===== config.mk =====
export PLATFORM = sky130hd
export DESIGN_NAME = puf_race_unit
export DESIGN_NICKNAME = d
export VERILOG_FILES = /design/src/rtl/puf_pkg.sv /design/src/rtl/ro_race_counter.sv /design/src/rtl/puf_race_unit.sv
export SDC_FILE = /design/constraint.sdc
export NUM_CORES = 1
export LEC_CHECK = 0
export CAP_MARGIN = 20
export CORE_MARGIN = 4
export CORE_UTILIZATION = 60
export CTS_BUF_LIST = sky130_fd_sc_hd__clkbuf_8
export DETAILED_ROUTE_END_ITERATION = 16
export GPL_TIMING_DRIVEN = 0
export PLACE_DENSITY = 0.88
export REMOVE_ABC_BUFFERS = 1
export SETUP_SLACK_MARGIN = 0.05
export SLEW_MARGIN = 20
export SYNTH_ARGS = -nofsm -noshare
export SYNTH_HDL_FRONTEND = slang
export SYNTH_SLANG_ARGS = --single-unit

===== constraint.sdc =====
create_clock -name clock -period 7.6 [get_ports clock]
set_clock_uncertainty 0.05 [all_clocks]
set_input_delay 1.52 -clock clock [delete_from_list [all_inputs] [get_ports clock]]
set_output_delay 1.52 -clock clock [all_outputs]
set_load 0.005 [all_outputs]

===== src/rtl/puf_pkg.sv =====
// Shared types for the ring-oscillator race PUF cell.
package puf_pkg;

    typedef enum logic {
        RACE   = 1'b0,
        WINDOW = 1'b1
    } puf_mode_e;

    typedef enum logic [2:0] {
        IDLE,
        CLEAR,
        SETTLE,
        RUN,
        STOP,
        RESP
    } puf_state_e;

    // Select width for an N:1 RO mux; never narrower than one bit.
    function automatic int unsigned clog2_sel(input int unsigned n);
        return (n < 2) ? 1 : $clog2(n);
    endfunction

endpackage


===== src/rtl/ro_race_counter.sv =====
// RO-clocked event counter with a sticky terminal-count flag (RACE) or saturation
// (WINDOW), plus a synchroniser carrying the flag into the system clock domain.
module ro_race_counter
    import puf_pkg::*;
#(
    parameter int unsigned CNT_W      = 22,
    parameter int unsigned TERM_COUNT = 1 << 20,
    parameter int unsigned SYNC_STG   = 2
) (
    input  logic             clock,
    input  logic             reset,
    input  logic             ro_clk,
    input  logic             clr,
    input  logic             race,
    output logic [CNT_W-1:0] count,
    output logic             fin_sync
);

    localparam logic [CNT_W-1:0] TERM_M1 = CNT_W'(TERM_COUNT - 1);

    logic                fin;
    logic [SYNC_STG-1:0] sync_q;

    // RACE stops at the terminal count; WINDOW saturates at all-ones.
    always_ff @(posedge ro_clk or posedge clr) begin
        if (clr) begin
            count <= '0;
            fin   <= 1'b0;
        end else if (race) begin
            if (!fin) begin
                count <= count + CNT_W'(1);
                if (count == TERM_M1) begin
                    fin <= 1'b1;
                end
            end
        end else if (count != '1) begin
            count <= count + CNT_W'(1);
        end
    end

    always_ff @(posedge clock or posedge reset) begin
        if (reset) begin
            sync_q <= '0;
        end else begin
            sync_q <= {sync_q[SYNC_STG-2:0], fin};
        end
    end

    assign fin_sync = sync_q[SYNC_STG-1];

endmodule


===== src/rtl/puf_race_unit.sv =====
// One-bit RO race PUF cell. The RO banks are external hard macros: this unit drives
// their one-hot enables, muxes the selected pair and decides the race or window.
module puf_race_unit
    import puf_pkg::*;
#(
    parameter int unsigned N_RO        = 16,
    parameter int unsigned CNT_W       = 22,
    parameter int unsigned TERM_COUNT  = 1 << 20,
    parameter int unsigned SETTLE_CYC  = 16,
    parameter int unsigned WINDOW_CYC  = 4096,
    parameter int unsigned DRAIN_CYC   = 8,
    parameter int unsigned TIMEOUT_CYC = 1 << 20,
    parameter int unsigned SYNC_STG    = 2,
    localparam int unsigned SEL_W      = clog2_sel(N_RO)
) (
    input  logic               clock,
    input  logic               reset,
    input  logic               start,
    input  logic [2*SEL_W-1:0] challenge,
    input  logic               mode,
    output logic               busy,
    output logic               resp_valid,
    input  logic               resp_ready,
    output logic               resp,
    output logic               tie,
    output logic               timeout,
    output logic [CNT_W-1:0]   count_a,
    output logic [CNT_W-1:0]   count_b,
    input  logic [N_RO-1:0]    ro_a,
    input  logic [N_RO-1:0]    ro_b,
    output logic [N_RO-1:0]    ro_en_a,
    output logic [N_RO-1:0]    ro_en_b
);

    localparam int unsigned CYC_M0  = (TIMEOUT_CYC > WINDOW_CYC) ? TIMEOUT_CYC : WINDOW_CYC;
    localparam int unsigned CYC_M1  = (SETTLE_CYC > CYC_M0) ? SETTLE_CYC : CYC_M0;
    localparam int unsigned CYC_MAX = (DRAIN_CYC > CYC_M1) ? DRAIN_CYC : CYC_M1;
    localparam int unsigned CYC_W   = $clog2(CYC_MAX + 1);

    puf_state_e       state;
    puf_mode_e        mode_q;
    logic [SEL_W-1:0] sel_a;
    logic [SEL_W-1:0] sel_b;
    logic [CYC_W-1:0] cyc;
    logic             cnt_clr;
    logic             ro_clr_c;
    logic             fin_a_s;
    logic             fin_b_s;
    logic [CNT_W-1:0] cnt_a;
    logic [CNT_W-1:0] cnt_b;

    assign ro_clr_c = reset | cnt_clr;

    ro_race_counter #(
        .CNT_W      (CNT_W),
        .TERM_COUNT (TERM_COUNT),
        .SYNC_STG   (SYNC_STG)
    ) u_cnt_a (
        .clock    (clock),
        .reset    (reset),
        .ro_clk   (ro_a[sel_a]),
        .clr      (ro_clr_c),
        .race     (mode_q == RACE),
        .count    (cnt_a),
        .fin_sync (fin_a_s)
    );

    ro_race_counter #(
        .CNT_W      (CNT_W),
        .TERM_COUNT (TERM_COUNT),
        .SYNC_STG   (SYNC_STG)
    ) u_cnt_b (
        .clock    (clock),
        .reset    (reset),
        .ro_clk   (ro_b[sel_b]),
        .clr      (ro_clr_c),
        .race     (mode_q == RACE),
        .count    (cnt_b),
        .fin_sync (fin_b_s)
    );

    // Sequencer: one shared cycle counter times SETTLE, RUN and STOP.
    always_ff @(posedge clock or posedge reset) begin
        if (reset) begin
            state      <= IDLE;
            mode_q     <= RACE;
            sel_a      <= '0;
            sel_b      <= '0;
            cyc        <= '0;
            cnt_clr    <= 1'b0;
            busy       <= 1'b0;
            resp_valid <= 1'b0;
            resp       <= 1'b0;
            tie        <= 1'b0;
            timeout    <= 1'b0;
            count_a    <= '0;
            count_b    <= '0;
            ro_en_a    <= '0;
            ro_en_b    <= '0;
        end else begin
            case (state)
                IDLE: begin
                    if (start) begin
                        sel_a   <= challenge[SEL_W-1:0];
                        sel_b   <= challenge[2*SEL_W-1:SEL_W];
                        mode_q  <= puf_mode_e'(mode);
                        ro_en_a <= N_RO'(1) << challenge[SEL_W-1:0];
                        ro_en_b <= N_RO'(1) << challenge[2*SEL_W-1:SEL_W];
                        cnt_clr <= 1'b1;
                        busy    <= 1'b1;
                        resp    <= 1'b0;
                        tie     <= 1'b0;
                        timeout <= 1'b0;
                        count_a <= '0;
                        count_b <= '0;
                        cyc     <= '0;
                        state   <= CLEAR;
                    end
                end
                CLEAR: begin
                    cyc   <= '0;
                    state <= SETTLE;
                end
                SETTLE: begin
                    if (cyc == CYC_W'(SETTLE_CYC - 1)) begin
                        cyc     <= '0;
                        cnt_clr <= 1'b0;
                        state   <= RUN;
                    end else begin
                        cyc <= cyc + CYC_W'(1);
                    end
                end
                RUN: begin
                    if (mode_q == WINDOW) begin
                        if (cyc == CYC_W'(WINDOW_CYC - 1)) begin
                            cyc     <= '0;
                            ro_en_a <= '0;
                            ro_en_b <= '0;
                            state   <= STOP;
                        end else begin
                            cyc <= cyc + CYC_W'(1);
                        end
                    end else if (fin_a_s || fin_b_s) begin
                        // A flag seen in the same clock as the other's is a tie.
                        resp    <= fin_a_s && !fin_b_s;
                        tie     <= fin_a_s && fin_b_s;
                        cyc     <= '0;
                        ro_en_a <= '0;
                        ro_en_b <= '0;
                        state   <= STOP;
                    end else if (cyc == CYC_W'(TIMEOUT_CYC - 1)) begin
                        timeout <= 1'b1;
                        cyc     <= '0;
                        ro_en_a <= '0;
                        ro_en_b <= '0;
                        state   <= STOP;
                    end else begin
                        cyc <= cyc + CYC_W'(1);
                    end
                end
                STOP: begin
                    if (cyc == CYC_W'(DRAIN_CYC - 1)) begin
                        // ROs have been off long enough that the counts are static.
                        if (mode_q == WINDOW) begin
                            count_a <= cnt_a;
                            count_b <= cnt_b;
                            resp    <= cnt_a > cnt_b;
                            tie     <= cnt_a == cnt_b;
                        end
                        resp_valid <= 1'b1;
                        state      <= RESP;
                    end else begin
                        cyc <= cyc + CYC_W'(1);
                    end
                end
                RESP: begin
                    if (resp_ready) begin
                        resp_valid <= 1'b0;
                        busy       <= 1'b0;
                        state      <= IDLE;
                    end
                end
                default: state <= IDLE;
            endcase
        end
    end

endmodule


==> results.md, run 1 <==
* Leak at 4.24 nW
* GR Overflow Total at 0
* Std-Cell Rows at 41
* Reg-to-reg critical path endpoint: count_a[12]
* Layout net count at 912
* Status: complete, no violations
* PwrDens at 226 nW/um^2
* Syn_area_per_cell at 10.8 sq um
* Total global routing track utilization at 27.3%
* Crit-path cells: clkdlybuf4s50_1 -> nor2b_1 -> nand2_1 -> nor3_1 -> a32o_1
* Core ar. at 12700 sq um
* GP Congestion at 0.877
* WL met3 at 1.35 mm
* VDD IR max at 148 uV
* Pins Over Slew Limit at 0
* Die outline height at 123 um
* Max_cap viols at 0
* Register pins left without a clock at 46
* Post-DP HPWL at 14.4 mm
* Final instance area at 9650 sq um
* Cell family with most CP delay: simple AND/OR/NAND/NOR gates
* Max FO, Critical Path at 18
* Met1 wire length at 7.43 mm
* CP Launch Type: input port
* PostCTS Resize Cnt at 0
* Post-synth top flop: dfrtp_1
* DRT antenna net count at 0
* Post-place instance area at 9290 sq um
* Slew headroom at 35.6%
* WP buf/inv at 1
* First-pass GRT wire length at 32.2 mm
* Non-filler cells, final at 1027
* Top sig layer: met4
* Critical Path Stages at 5
* Synth unique cells at 57
* Synth-to-layout area growth at 22.7%
* PortBufs at 125
* Skew-Pair Late Insertion Delay at 450 ps
* Boundary pin count at 126
* Pin count of the biggest net entering global routing at 83
* R2R Path Start: cyc[8]
* Final Hold Vio Count at 0
* Min-Delay Startpoint: u_cnt_a.sync_q[0]
* Hold/Removal Path Class: reg2reg
* Critical path arrival at 3680 ps
* Worst Hold End: u_cnt_a.sync_q[1]
* Routed vias at 6346
* CP endpoint kind: flop
* Worst R2R Setup Slack at 4420 ps
* Total CTS buffers at 17
* Ys Warns at 0
* Post-synth ARST share at 100%
* Vias in the first global route at 6516
* Clock Path Buffers at 2
* Placed cells at 995
* Post-synth EDFFs at 0
* Worst path slowest cell: clkdlybuf4s50_1
* Initial antenna violation count at 0
* DRT Pass-1 Iters at 8
* H-tree levels at 4
* Minimum hold slack at 301 ps
* Hold Path Stages at 0
* # diodes at 0
* CTS tree: done
* Critical path's largest stage delay at 600 ps
* Share of Yosys cell area claimed by the top area cell type at 52.5%
* Worst r2r path cells at 5
* Endpoints left unconstrained at 48
* Critical path class: in2reg
* Setup_tns at 0 ps
* RSZ-0062 raised after global routing: false
* CTS Root Cell: clkbuf_8
* Yosys reg bits at 165
* Post-CTS setup buffer count at 0
* Critical path required time at 7930 ps
* Fmax achieved at 298 MHz
* Met2 WL at 10.1 mm
* Sequential-to-total area share from yosys stat at 52.5%
* Cell Area, Synth at 7870 sq um
* # setup viols final at 0
* Hold buffer count at cts at 0
* Synth area leader: dfrtp_1
* Ranking of synthesized cells by area: dfrtp_1 52%, xnor2_1 5.1%, a22o_1 5.0%
* Final Cycle Share at 44.1%
* Synth Instances at 727
* FILL cells at 857
* Slew @ Worst Pin at 957 ps
* DR WL/cell at 18.9 um
* Most common cell in the netlist: dfrtp_1
* Die W at 123 um
* DR DRC count at 0
* Final Critical Period at 3350 ps
* Routed WL at 19.4 mm
* Routed vias/inst at 6.18
* Initial Utilization at 61.9%
* Post-synth top cells: 165 x dfrtp_1, 66 x nand2_1, 66 x nor2_1, 46 x xnor2_1, 45 x a22o_1
* DRT iter0 DRCs at 507
* Share of layout cells above drive strength 1 at 7.49%
* CTS clk-pin slew, worst paths at 70 ps
* Die area at 15000 sq um
power breakdown:
group | total [mW] | switching, mW | leakage (nW) | internal, mW
registers | 1.06 | 0.114 | 2.23 | 0.943
clock network | 0.529 | 0.272 | 0.178 | 0.258
logic | 0.599 | 0.334 | 1.83 | 0.264
total | 2.18 | 0.720 | 4.24 | 1.47
sequential cells by signal, indices dropped and copies added (netlist names):
signal / flops
busy: 1
u_cnt_b.fin: 1
cnt_clr: 1
u_cnt_b.sync_q: 2
u_cnt_a.count: 22
sel_b: 4
resp_valid: 1
tie: 1
cyc: 21
ro_en_a: 16
resp: 1
timeout: 1
state: 3
ro_en_b: 16
sel_a: 4
count_b: 22
mode_q: 1
u_cnt_a.sync_q: 2
count_a: 22
u_cnt_a.fin: 1
u_cnt_b.count: 22
cell type report:
| type | count | area, sq um | area share [%] |
|---|---|---|---|
| Clock inverter | 15 | 133 | 1.37 |
| Multi-Input combinational cell | 496 | 3480 | 36.0 |
| Timing Repair Buffer | 128 | 1330 | 13.8 |
| Clock buffer | 17 | 234 | 2.42 |
| Sequential cell | 165 | 4130 | 42.8 |
| Tap cell | 172 | 215 | 2.23 |
| Inverter | 34 | 133 | 1.37 |
cells by family after synthesis:
group	synth area share (%)
AO/OA/AOI/OAI	13.0
buffers and inverters	3.72
flip-flops	52.5
AND/OR/NAND/NOR	16.9
XOR/XNOR	6.45
multiplexers	3.42
adder cells (fa/ha/maj)	3.97
worst max-delay path by stage:
stage	startpoint	to
after detailed placement	start	ro_en_a[1]
after floorplan	reset	busy
after global placement	reset	count_a[5]
after CTS	start	ro_en_a[1]
final	start	ro_en_a[1]
after global routing	start	ro_en_a[1]
through the flow:
step	util, %	power, mW	setup WS (ps)
6_report	75.9	2.18	4250
5_1_grt	75.9	2.30	4140
4_1_cts	75.9	2.20	4270
3_5_place_dp	73.0	1.66	3810
3_3_place_gp	72.1	1.60	1420
2_1_floorplan	-	1.37	2870
cell usage in the layout (no fill, tap or decap), types with 4 or more instances in the layout:
master,n
nand4_1,26
clkdlybuf4s50_1,125
a21oi_1,16
clkinv_2,4
a32o_1,8
o2bb2ai_1,18
clkbuf_8,17
o21ai_0,15
xor2_1,12
a22o_1,45
and3_1,13
nand2_1,66
nor4_1,11
nand2b_1,5
a21o_1,7
dfrtp_1,165
or2_2,4
nor2_1,65
nor2b_1,4
nor3_1,17
mux4_2,10
inv_1,33
clkinv_4,5
and4_1,9
clkinvlp_4,4
xnor2_1,46
ha_1,25
nand3_1,34
per-layer routing:
metal,GRT usage [%],up-vias
met5,0,-
met4,8.82,0
met3,7.47,45
met2,47.2,274
met1,33.4,3167
li1,-,2860
(Power assumes the default switching activity.)
==> inputs of run 2 (changes only) <==
--- a/config.mk
+++ b/config.mk
@@ -7,11 +7,11 @@
 export LEC_CHECK = 0
 export CAP_MARGIN = 20
 export CORE_MARGIN = 4
-export CORE_UTILIZATION = 60
+export CORE_UTILIZATION = 56
 export CTS_BUF_LIST = sky130_fd_sc_hd__clkbuf_8
 export DETAILED_ROUTE_END_ITERATION = 16
 export GPL_TIMING_DRIVEN = 0
-export PLACE_DENSITY = 0.88
+export PLACE_DENSITY = 0.83
 export REMOVE_ABC_BUFFERS = 1
 export SETUP_SLACK_MARGIN = 0.05
 export SLEW_MARGIN = 20
==> constraint.sdc (replaced) <==
create_clock -name clock -period 3.2 [get_ports clock]
set_clock_uncertainty 0.05 [all_clocks]
set_input_delay 0.64 -clock clock [delete_from_list [all_inputs] [get_ports clock]]
set_output_delay 0.64 -clock clock [all_outputs]
set_load 0.005 [all_outputs]
==> run 2 against run 1 <==
Worst hold slack got worse by 5.3 ps. Clock power grew to 2.8 times the previous value. Routed wire length is 1.1% lower. Power rose by 150%. Setup slack worse by 3900 ps. Critical endpoint is now cyc[5]. Largest cell class unchanged. Largest power group unchanged.
==> results.md, run 2 (synthesis results as in run 1) <==
* DRT iter0 DRCs at 534
* Slew headroom at 45.4%
* CTS clk-pin slew, worst paths at 70 ps
* Pins Over Slew Limit at 0
* Critical Path Stages at 7
* Crit-path cells: ha_1 -> nand3_1 -> or3_4 -> or4_4 -> a21oi_4 -> o211a_1 -> nor2_1
* Leak at 4.28 nW
* Area taken by multi-input logic gates at 3490 sq um
* # diodes at 0
* Total global routing track utilization at 24.5%
* DR DRC count at 0
* Total chip power at 5.42 mW
* Clock Path Buffers at 2
* Reg-to-reg critical path endpoint: cyc[5]
* Worst path slowest cell: o211a_1
* Core ar. at 13800 sq um
* Routed vias/inst at 6.04
* Pre-CTS setup slack at -94.8 ps
* Critical path class: reg2reg
* Post-DP HPWL at 14.2 mm
* Layout net count at 912
* Hold buffer count at cts at 0
* Worst r2r path cells at 7
* Worst setup path end: cyc[5]
* Setup ws final at 311 ps
* Boundary pin count at 126
* Die W at 127 um
* Endpoints left unconstrained at 48
* Status: complete, no violations
* Hold/Removal Path Class: reg2reg
* H-tree levels at 4
* Worst R2R Setup Slack at 310 ps
* PortBufs at 125
* Min-Delay Startpoint: u_cnt_a.sync_q[0]
* Critical path required time at 3460 ps
* Psw at 1.71 mW
* Most frequent cells in the layout: 165 x dfrtp_1, 125 x clkdlybuf4s50_1, 66 x nand2_1, 65 x nor2_1, 46 x xnor2_1
* Die area at 16000 sq um
* Max FO, Critical Path at 19
* Initial Utilization at 56.9%
* PostCTS Resize Cnt at 1
* PwrDens at 557 nW/um^2
* Sw Share at 31.6%
* Final Critical Period at 2890 ps
* DR WL/cell at 18.5 um
* WP buf/inv at 0
* First-pass GRT wire length at 31.7 mm
* Fmax achieved at 346 MHz
* # setup viols final at 0
* Commonest non-fill, non-tap cell in the layout: dfrtp_1
* Hold Path Stages at 0
* Share of layout cells above drive strength 1 at 7.25%
* Routed WL at 19.1 mm
* FILL cells at 992
* CTS Root Cell: clkbuf_8
* Initial antenna violation count at 0
* Routed vias at 6248
* Post-CTS setup buffer count at 0
* VDD IR max at 287 uV
* R2R Path Start: cyc[1]
* Critical path arrival at 3150 ps
* Internal power at 3.71 mW
* Slew @ Worst Pin at 817 ps
* Sequential share of power at 46.4%
* Synth-to-layout area growth at 23.6%
* Vias in the first global route at 6301
* Register pins left without a clock at 46
* CTS tree: done
* Final Hold Vio Count at 0
* Total CTS buffers at 17
* GR Overflow Total at 0
* Die outline height at 127 um
* Skew-Pair Late Insertion Delay at 450 ps
* Final Cycle Share at 90.3%
* Critical path's largest stage delay at 560 ps
* Pin count of the biggest net entering global routing at 71
* RSZ-0062 raised after global routing: false
* DRT antenna net count at 0
* Max_cap viols at 0
* Cell family with most CP delay: simple AND/OR/NAND/NOR gates
* Gate power share at 26.4%
* Register Area at 4130 sq um
* CP Launch Type: flop
* GP Congestion at 0.925
* Worst Setup SP: cyc[1]
* Std-Cell Rows at 43
* DRT Pass-1 Iters at 5
* Clock power frac at 27.2%
* CP endpoint kind: flop
==> run 2: changes by cell type in the layout (fill, tap and decap cells not counted), sizes merged <==
cell      previous run  this run
bufinv               1         4
clkinv               9         5
clkinvlp             4         2
inv                 35        38
==> run 2: per-stage QoR <==
stage               cells  instance area [sq um]  setup TNS [ps]  hold slack (ps)  util [%]
detailed placement   1003                   9300           -3190              285      67.2
CTS                  1035                   9720               0              299      70.3
global placement     1000                   9180         -285680              285      66.4
global route         1035                   9730               0              304      70.4
floorplan             695                   7700          -77050              281         -
finish               1035                   9730               0              296      70.4
==> run 2: how the worst min path moves through the flow <==
stage                              to  slack, ps
detailed placement  u_cnt_a.sync_q[1]        280
CTS                 u_cnt_a.sync_q[1]        300
finish              u_cnt_a.sync_q[1]        300
global route        u_cnt_a.sync_q[1]        300
global placement    u_cnt_a.sync_q[1]        280
floorplan           u_cnt_a.sync_q[1]        280
==> run 2: layout make-up <==
| class | instances | share of cell area (%) |
|---|---|---|
| Sequential cell | 165 | 42.4 |
| Multi-Input combinational cell | 496 | 35.8 |
| Timing Repair Buffer | 128 | 13.7 |
| Clock buffer | 17 | 2.41 |
| Tap cell | 180 | 2.32 |
| Clock inverter | 15 | 1.93 |
| Inverter | 34 | 1.36 |
==> run 2: worst register-to-register path, cell delays in order, from the launching register on <==
cell and delay (ps):
dfrtp_1 400, ha_1 250, nand3_1 150, or3_4 440, or4_4 470, a21oi_4 290
o211a_1 560, nor2_1 130
==> run 2: power groups by stage <==
stage	Combinational, mW	Clock [mW]	Sequential (mW)
after detailed placement	1.43	0	2.54
after floorplan	0.795	0	2.46
final	1.43	1.47	2.51
after global routing	1.56	1.56	2.54
after global placement	1.31	0	2.51
after CTS	1.43	1.49	2.51
==> run 2: routing by layer <==
| layer | part of all wire (%) | GRT usage [%] | wire length [um] | vias to the layer above |
|---|---|---|---|---|
| met4 | 1.6 | 7.26 | 314 | 0 |
| met5 | 0 | 0 | 0 | - |
| met2 | 51 | 42.4 | 9740 | 232 |
| li1 | - | - | - | 2851 |
| met1 | 42 | 31.2 | 8020 | 3129 |
| met3 | 5.6 | 5.26 | 1070 | 36 |
==> inputs of run 3 (changes only) <==
--- a/config.mk
+++ b/config.mk
@@ -5,10 +5,10 @@
 export SDC_FILE = /design/constraint.sdc
 export NUM_CORES = 1
 export LEC_CHECK = 0
-export CAP_MARGIN = 20
 export CORE_MARGIN = 4
 export CORE_UTILIZATION = 56
 export CTS_BUF_LIST = sky130_fd_sc_hd__clkbuf_8
+export CTS_CLUSTER_DIAMETER = 150
 export DETAILED_ROUTE_END_ITERATION = 16
 export GPL_TIMING_DRIVEN = 0
 export PLACE_DENSITY = 0.83
==> results of run 3 <==
Final layout, timing and power as in run 2 (identical DEF).
==> variant, RTL diff (flow settings as in run 2) <==
`CNT_W` is set to 22 in 2 places; all go to 18.
--- a/src/rtl/ro_race_counter.sv
+++ b/src/rtl/ro_race_counter.sv
@@ -3,7 +3,7 @@
 module ro_race_counter
     import puf_pkg::*;
 #(
-    parameter int unsigned CNT_W      = 22,
+    parameter int unsigned CNT_W      = 18,
     parameter int unsigned TERM_COUNT = 1 << 20,
     parameter int unsigned SYNC_STG   = 2
 ) (
--- a/src/rtl/puf_race_unit.sv
+++ b/src/rtl/puf_race_unit.sv
@@ -4,7 +4,7 @@
     import puf_pkg::*;
 #(
     parameter int unsigned N_RO        = 16,
-    parameter int unsigned CNT_W       = 22,
+    parameter int unsigned CNT_W       = 18,
     parameter int unsigned TERM_COUNT  = 1 << 20,
     parameter int unsigned SETTLE_CYC  = 16,
     parameter int unsigned WINDOW_CYC  = 4096,
Ports: changed (resized count_a and count_b); port bits go from 126 to 118. No check against the original RTL was run, so the function may have changed too.
==> variant against run 2 <==
  * Die area is 7.7% lower
  * Core utilization is 0.069 points higher
  * Wire length is 12% lower
  * Sequential cell count is 16 lower
  * Design area is 8.6% lower
  * Non-clock buffer count is 4 lower
  * Worst setup slack better by 0.027 ns
  * Count of clock-buffer cells in the layout is 8 lower
  * Area after synthesis is 8.2% lower
  * Total power is 6.8% lower
  * Cell count is 2.2% lower
  * Fmax is 0.95% higher
  * Critical path depth stayed put
  * Largest power group unchanged
==> variant: results (changes against run 2) <==
Status
  – Status: finished, final reports clean

Setup path
  – Worst Path Arrival: 3.11 ns (-0.04 ns)
  – Flop2flop setup slack: 0.34 ns (+0.03 ns)
  – R2r startpoint: cyc[0]
  – CP Max Fanout: 32 (+13)
  – CP peak stage delay: 0.58 ns (+0.02 ns)
  – Terminus of the critical flop-to-flop path: ro_en_a[0]

Placement
  – Final Wtd Congestion: 0.926 (+0.12%)
  – DP Cell Count: 993 (-1.0%)
  – Port bufs: 117 (-6.4%)

Route
  – First drt pass iteration count: 7 (+2)
  – Routed WL: 16900 µm (-12%)
  – DRT iter0 DRCs: 318 (-40%)

Finish
  – Multi-input gate area: 3310 µm² (-5.0%)
  – Clock network area share: 2.08% (-2.3 points)
  – Share of cells above drive strength 1: 5.71% (-1.5 points)
  – Buffers excl. clock: 124 (-3.1%)
  – Inverters: 30 (-12%)
  – FF/Latch Area: 3730 µm² (-9.7%)
  – Final std cells w/o fill: 1012 (-2.2%)
  – Layout fillers: 946 (-4.6%)

CTS
  – Resized Gates After CTS: 0 (-1)
  – CTS buffer count: 9 (-8)

GRT
  – First-pass GRT wire length: 28200 µm (-11%)
  – Total GRT Usage: 23.6% (-0.88 points)

Yosys
  – Top post-synthesis cells by area: dfrtp_1 (52%), nand2_1 (6.6%), ha_1 (3.6%)
  – Post-synthesis cell count: 731 (+0.55%)
  – Commonest cells in the synthesized netlist: dfrtp_1 (149), nand2_1 (127), o21ai_1 (48)
  – Post-synthesis sequential area ratio: 51.6% (-0.86 points)

Timing
  – Relative slew slack: 35.9% (-9.5 points)
  – Endpoints left unconstrained: 40 (-17%)
  – Count of unclocked register or latch pins: 38 (-17%)

Power
  – Seq pwr share: 47.6% (+1.2 points)
  – Sw Share: 35.0% (+3.4 points)
  – Peak supply drop: 501 µV (+74%)
[variant: cell types whose count changed in the layout (fill, tap and decap cells not counted), moves of 5 or more]
| cell | run 2 | this run |
|---|---|---|
| inv_1 | 36 | 29 |
| dfrtp_1 | 165 | 148 |
| and2_1 | 1 | 6 |
| xor2_1 | 12 | 7 |
| clkbuf_8 | 17 | 9 |
| or3_1 | 1 | 8 |
| nand2_1 | 66 | 127 |
| nor3_1 | 17 | 26 |
| xnor2_1 | 46 | 26 |
| clkdlybuf4s50_1 | 125 | 117 |
| o21ai_1 | 1 | 48 |
| a22o_1 | 45 | 11 |
| nor2_1 | 65 | 34 |
| nand4_1 | 26 | 20 |
[variant: layer usage]
| layer | global-route usage, % | part of all wire, % | vias to the layer above |
|---|---|---|---|
| li1 | - | - | 2822 |
| met5 | 0 | 0 | - |
| met1 | 30.4 | 41 | 2925 |
| met3 | 4.22 | 4.1 | 32 |
| met4 | 8.75 | 2.5 | 0 |
| met2 | 40.3 | 52 | 137 |
[variant: worst max-delay path: cells and delay by family, from the launching register on]
family          cells  cell delay, ns
simple gates        3            1.16
fa+ha+maj           1            0.31
compound gates      3            0.83
flops               1            0.40
[variant: kinds of logic (layout without fill, tap and decap cells)]
family / Yosys count / in the layout / share of synthesized area (%)
and+or+nand+nor: 301 / 301 / 20.0
xor gates and xnor gates: 33 / 33 / 4.00
adders and majority gates: 21 / 21 / 3.64
DFF: 149 / 149 / 51.6
AOI/OAI and AO/OA: 153 / 153 / 13.9
buffers and inverters: 61 / 170 / 3.29
muxes: 13 / 13 / 3.57
[variant: worst min-delay path by stage]
stage,startpoint,to,cells after the start
floorplan,u_cnt_a.sync_q[0],u_cnt_a.sync_q[1],0
global placement,u_cnt_b.sync_q[0],u_cnt_b.sync_q[1],0
detailed placement,u_cnt_b.sync_q[0],u_cnt_b.sync_q[1],0
CTS,u_cnt_b.sync_q[0],u_cnt_b.sync_q[1],0
global route,u_cnt_b.sync_q[0],u_cnt_b.sync_q[1],0
finish,u_cnt_b.sync_q[0],u_cnt_b.sync_q[1],0
[variant: timing repair]
item                       in CTS  in global routing
setup buffers                   0                  3
gates cloned                    0                  0
pin swaps                       1                  1
setup endpoints to repair       1                 16
[variant: per-stage QoR]
stage	total power [W]	hold slack [ns]	area, µm²	utilization, %
floorplan	0.00328	0.281	7100	-
global placement	0.00397	0.291	8490	67.3
detailed placement	0.00413	0.288	8650	68.6
CTS	0.00495	0.318	8840	70.0
global route	0.00535	0.329	8890	70.4
finish	0.00505	0.316	8890	70.4
